===== config.mk =====
export PLATFORM = sky130hd
export DESIGN_NAME = ysyx_23060191_div
export DESIGN_NICKNAME = d
export VERILOG_FILES = /design/src/rtl/ysyx_23060191_div.sv
export SDC_FILE = /design/constraint.sdc
export NUM_CORES = 1
export LEC_CHECK = 0
export BUFFER_PORTS_ARGS = -buffer_cell sky130_fd_sc_hd__buf_2
export CORE_MARGIN = 2
export CORE_UTILIZATION = 46
export CTS_CLUSTER_DIAMETER = 120
export DETAILED_ROUTE_END_ITERATION = 8
export GPL_TIMING_DRIVEN = 1
export PLACE_DENSITY = 0.72
export SLEW_MARGIN = 25
export SYNTH_ARGS = -nofsm -noshare
export SYNTH_HDL_FRONTEND = slang
export SYNTH_SLANG_ARGS = --single-unit

===== constraint.sdc =====
create_clock -name i_clk -period 3.55 [get_ports i_clk]
set_clock_uncertainty 0.05 [all_clocks]
set_input_delay 0.71 -clock i_clk [delete_from_list [all_inputs] [get_ports i_clk]]
set_output_delay 0.71 -clock i_clk [all_outputs]
set_load 0.005 [all_outputs]

===== src/rtl/ysyx_23060191_div.sv =====
// Iterative restoring divider for RV32M DIV/DIVU/REM/REMU.
// Divide-by-zero and signed overflow skip the iteration and finish on the next cycle.
module ysyx_23060191_div #(
    parameter int CPU_WIDTH = 32
) (
    input  logic                 i_clk,
    input  logic                 i_rst,
    input  logic                 i_flush,
    input  logic                 i_req_valid,
    output logic                 o_req_ready,
    input  logic [CPU_WIDTH-1:0] i_div_in1,
    input  logic [CPU_WIDTH-1:0] i_div_in2,
    input  logic                 i_div_signed,
    input  logic                 i_div_rem_sel,
    output logic                 o_res_valid,
    input  logic                 i_res_ready,
    output logic [CPU_WIDTH-1:0] o_div_res
);

    localparam int CW = $clog2(CPU_WIDTH);
    localparam logic [CW-1:0] LAST_STEP = CW'(CPU_WIDTH - 1);
    localparam logic [CPU_WIDTH-1:0] MOST_NEG = {1'b1, {(CPU_WIDTH-1){1'b0}}};

    typedef enum logic [1:0] {
        IDLE,
        CALC,
        DONE
    } state_t;

    state_t state;
    state_t next_state;

    logic [CW-1:0]        cnt;
    logic [CPU_WIDTH-1:0] quo;
    logic [CPU_WIDTH:0]   rem;
    logic [CPU_WIDTH-1:0] dsr;
    logic                 sgn;
    logic                 rsel;
    logic                 neg1;
    logic                 neg2;
    logic                 special;

    logic                 accept;
    logic                 in1_neg;
    logic                 in2_neg;
    logic [CPU_WIDTH-1:0] abs1;
    logic [CPU_WIDTH-1:0] abs2;
    logic                 div_zero;
    logic                 div_ovf;

    logic [CPU_WIDTH+1:0] shifted;
    logic [CPU_WIDTH+1:0] diff;
    logic                 fits;
    logic [CPU_WIDTH-1:0] quo_fix;
    logic [CPU_WIDTH-1:0] rem_fix;

    assign accept   = i_req_valid & (state == IDLE) & ~i_flush;
    assign in1_neg  = i_div_signed & i_div_in1[CPU_WIDTH-1];
    assign in2_neg  = i_div_signed & i_div_in2[CPU_WIDTH-1];
    assign abs1     = in1_neg ? (~i_div_in1 + 1'b1) : i_div_in1;
    assign abs2     = in2_neg ? (~i_div_in2 + 1'b1) : i_div_in2;
    assign div_zero = (i_div_in2 == '0);
    assign div_ovf  = i_div_signed & (i_div_in1 == MOST_NEG) & (i_div_in2 == '1);

    always_ff @(posedge i_clk) begin
        if (i_rst) begin
            state <= IDLE;
        end else begin
            state <= next_state;
        end
    end

    always_comb begin
        next_state  = state;
        o_req_ready = 1'b0;
        o_res_valid = 1'b0;
        case (state)
            IDLE: begin
                o_req_ready = 1'b1;
                if (accept) begin
                    next_state = (div_zero | div_ovf) ? DONE : CALC;
                end
            end
            CALC: begin
                if (cnt == LAST_STEP) begin
                    next_state = DONE;
                end
            end
            DONE: begin
                o_res_valid = 1'b1;
                if (i_res_ready) begin
                    next_state = IDLE;
                end
            end
            default: next_state = IDLE;
        endcase
        if (i_flush) begin
            next_state = IDLE;
        end
    end

    // One restoring step: bring in the next dividend bit and subtract if it fits.
    assign shifted = {rem, quo[CPU_WIDTH-1]};
    assign diff    = shifted - {2'b00, dsr};
    assign fits    = ~diff[CPU_WIDTH+1];

    always_ff @(posedge i_clk) begin
        if (i_rst) begin
            cnt     <= '0;
            quo     <= '0;
            rem     <= '0;
            dsr     <= '0;
            sgn     <= 1'b0;
            rsel    <= 1'b0;
            neg1    <= 1'b0;
            neg2    <= 1'b0;
            special <= 1'b0;
        end else if (accept) begin
            cnt  <= '0;
            dsr  <= abs2;
            sgn  <= i_div_signed;
            rsel <= i_div_rem_sel;
            neg1 <= in1_neg;
            neg2 <= in2_neg;
            if (div_zero) begin
                quo     <= '1;
                rem     <= {1'b0, i_div_in1};
                special <= 1'b1;
            end else if (div_ovf) begin
                quo     <= MOST_NEG;
                rem     <= '0;
                special <= 1'b1;
            end else begin
                quo     <= abs1;
                rem     <= '0;
                special <= 1'b0;
            end
        end else if (state == CALC && !i_flush) begin
            rem <= fits ? diff[CPU_WIDTH:0] : shifted[CPU_WIDTH:0];
            quo <= {quo[CPU_WIDTH-2:0], fits};
            cnt <= cnt + 1'b1;
        end
    end

    // Special-case results are stored already final, so they bypass the sign fixups.
    assign quo_fix = (sgn & (neg1 ^ neg2) & ~special) ? (~quo + 1'b1) : quo;
    assign rem_fix = (sgn & neg1 & ~special) ? (~rem[CPU_WIDTH-1:0] + 1'b1) : rem[CPU_WIDTH-1:0];

    assign o_div_res = (state == DONE) ? (rsel ? rem_fix : quo_fix) : '0;

endmodule


==> impl_metrics.tcl <==
set metrics [dict create \
    wl_met1_um 13000 \
    ys.flop_type "dfxtp_1" \
    arrival_ps 2900 \
    p_per_area_mw_per_mm2 295 \
    initial_core_util_pct 47.0 \
    reg2reg_depth 12 \
    critPathLaunch "rem[6]" \
    r2r-start "quo[31]" \
    cp_top_family "simple AND/OR/NAND/NOR gates" \
    nFillCells 1999 \
    cts_tree "yes" \
    routed-wl-met3_um 2120 \
    grt_pass1_wl_um 49500 \
    syn_inst 1287 \
    ir_worst_vdd_uv 244 \
    cp_num_cells 11 \
    die_h_um 148 \
    internal_power_w 0.00213 \
    final_max_slew_viol_count 0 \
    avgViaCountPerCell 6.17 \
    yosysWarnings 0 \
    h-tree-depth 3 \
    dp_hpwl_um 23000 \
    die-area_sq_mm 0.0218 \
    pwr-share-comb_pct 27.4 \
    drive_gt1_share_pct 17.1 \
    rsz0062_at_grt "true" \
    violations "setup timing" \
    fin_crit_sh_pct 103 \
    core_sq_mm 0.0202 \
    ys_ff_latch 109 \
    num_rows 52 \
    path_cells "or4_4, nor3_4, nand3b_1, or3_4, nor4_4, buf_4, nand2_4, o21ai_2, xor2_1, o22ai_1, buf_2" \
    yosys.area.top_type_share_pct 22.9 \
    synth-edff-count 0 \
    timing.rr.end "rem[32]" \
    start_kind "flop" \
    pwr-share-seq_pct 41.3 \
    tightest_slew_ps 765 \
    yosysTopAreaCell "dfxtp_1" \
    grt_usage_pct 28.0 \
    syn_to_final_growth_pct 15.9 \
    clock.fmax_mhz 273 \
    cts_max_path_buffers 2 \
    crit_required_ps 2790 \
    clockPowerShare_pct 31.3 \
    root_buffer "clkbuf_16" \
    cp_slowest_cell "or4_4" \
    netlist_area_sq_mm 0.00951 \
    critPathKind "flop to primary output" \
    min_path_type "flop to flop" \
    grt_overflow_total 0 \
    die_x_um 148 \
    fin_nets 1488 \
    drt_iter0_drc 962 \
    clk_latency_ps 370 \
    crit_fanout 3 \
    portBuffers 104 \
    routabilityCongestion 0.951 \
    synth.area.top_cells "dfxtp_1, xor2_1, xnor2_1" \
    slowest_delay_ps 550 \
    ant_nets 0 \
    setup_slack_ps -107 \
    syn_nets 1398 \
    clkSlewWorstSetupHoldPaths_ps 80 \
    antenna_found_initial 0 \
    hold_viol 0 \
    n_antenna_cell 0 \
    highest_layer "met4" \
    status "finished with violations" \
    p_sw_w 0.00112 \
    ios 105 \
    finalSetupTns_ps -245 \
    ctsHoldBuffers 0 \
    yosysSeqAreaShare_pct 22.9 \
    worst_setup_path_end_kind "primary output" \
    drt_pass1_iterations 6 \
    power_w 0.00325 \
    setup_viol 3 \
    grt_pass1_vias 9517 \
    period_minus_slack_ps 3660 \
    maxCapViolations 0 \
    synthDistinctLibCells 71 \
    switching_share_pct 34.4 \
    clock-sinks 109 \
    wl_um 30900 \
    grt_max_degree 96 \
    relSlewSlack_pct 49.0 \
    critPathBufInv 2 \
    synthArstFlopShare_pct 0 \
    numCtsBuffers 9 \
    wl_met2_um 14500 \
    routedWlPerCell_um 18.7 \
    reg2reg_slack_ps 130 \
    p_leak_nw 4.32 \
    postSynthAreaPerCell_sq_um 7.39 \
    dr_total_vias 10201 \
    drc 0 \
    crit_path_end "o_div_res[30]" \
]
## cells in the final DEF, fill, tap and decap left out, types with 23 or more instances in the layout
master	netlist	final
nand2_1	113	110
nand3_1	24	23
ha_1	39	38
mux2i_1	35	35
inv_1	54	54
xor2_1	77	77
o31ai_1	24	23
a211oi_1	46	45
o22ai_1	28	28
buf_4	2	54
a21oi_1	111	111
xnor2_1	67	67
nor2_1	128	125
nor3_1	29	25
dfxtp_1	109	102
o21ai_0	73	68
buf_2	2	104
a22oi_1	32	32
## final cells by class
cell class	count	area (sq um)	area share [%]
well taps	270	338	3.06
inverters	54	203	1.84
multi-input cells	1039	6980	63.3
repair buffers	164	1030	9.33
clock inverters	7	53.8	0.488
clock buffers	9	225	2.04
flip-flops and latches	109	2200	19.9
## flip-flops by register name (all words and copies together) (netlist names)
signal and cells:
state 2, neg2 1, neg1 1, rem 33
dsr 32, quo 32, cnt 5, sgn 1
special 1, rsel 1
## metrics by stage
step           instances  hold WS, ps  utilization (%)  cell area (sq um)  setup slack, ps
4_1_cts             1648          410             54.0              10900             -118
3_3_place_gp        1629          391             51.9              10500            -58.1
3_5_place_dp        1629          399             51.9              10500            -66.1
6_report            1652          407             54.5              11000             -107
5_1_grt             1652          437             54.5              11000             -185
2_1_floorplan       1287          382                -               9510              265
## worst min path at each step
stage,startpoint,end,slack [ps],cells after the start
2_1_floorplan,sgn,sgn,380,2
3_3_place_gp,sgn,sgn,390,2
3_5_place_dp,dsr[16],dsr[16],400,2
4_1_cts,dsr[16],dsr[16],410,2
5_1_grt,sgn,sgn,440,2
6_report,dsr[16],dsr[16],410,2
## layer usage
layer / vias up / track usage, %
met5: - / 0
li1: 4880 / -
met2: 438 / 46.7
met4: 0 / 11.6
met1: 4809 / 36.5
met3: 74 / 3.77
## power groups by stage
stage / logic, W / clock network [W] / registers (W)
2_1_floorplan: 0.000574 / 0 / 0.00135
3_3_place_gp: 0.000814 / 0 / 0.00136
3_5_place_dp: 0.000828 / 0 / 0.00137
4_1_cts: 0.000857 / 0.00102 / 0.00134
5_1_grt: 0.000977 / 0.00107 / 0.00135
6_report: 0.000890 / 0.00102 / 0.00134
## timing repair
action | CTS | global route
setup endpoints to repair | 16 | 43
gates resized for setup | 30 | 19
pin swaps | 11 | 17
setup buffers | 3 | 4
## Yosys cell counts, types with 13 or more instances
master	n
or3_1	16
a211oi_1	46
nor4_1	16
o21ai_0	73
nor2_1	128
xor2_1	77
o22ai_1	28
o41ai_1	13
o31ai_1	24
a21o_1	13
a21oi_1	111
inv_1	54
ha_1	39
a22oi_1	32
dfxtp_1	109
clkbuf_1	75
mux2i_1	35
nor3_1	29
xnor2_1	67
nand2_1	113
nand3_1	24
## tightest hold or removal path, delay by kind of cell, from the launching register on
family | cells | cell delay [ps]
DFF | 1 | 320
and+or+nand+nor | 1 | 50
AOI/OAI and AO/OA | 1 | 50
## kinds of logic after synthesis
logic type               after synthesis  synth area share [%]
adder cells (fa/ha/maj)               40                  5.34
buffers and inverters                139                  5.75
flip-flops                           109                  22.9
XOR/XNOR                             144                  13.3
multiplexers                          36                  3.80
AO/OA/AOI/OAI                        411                  28.4
AND/OR/NAND/NOR                      408                  20.5
Power figures use the tool's default switching activity.
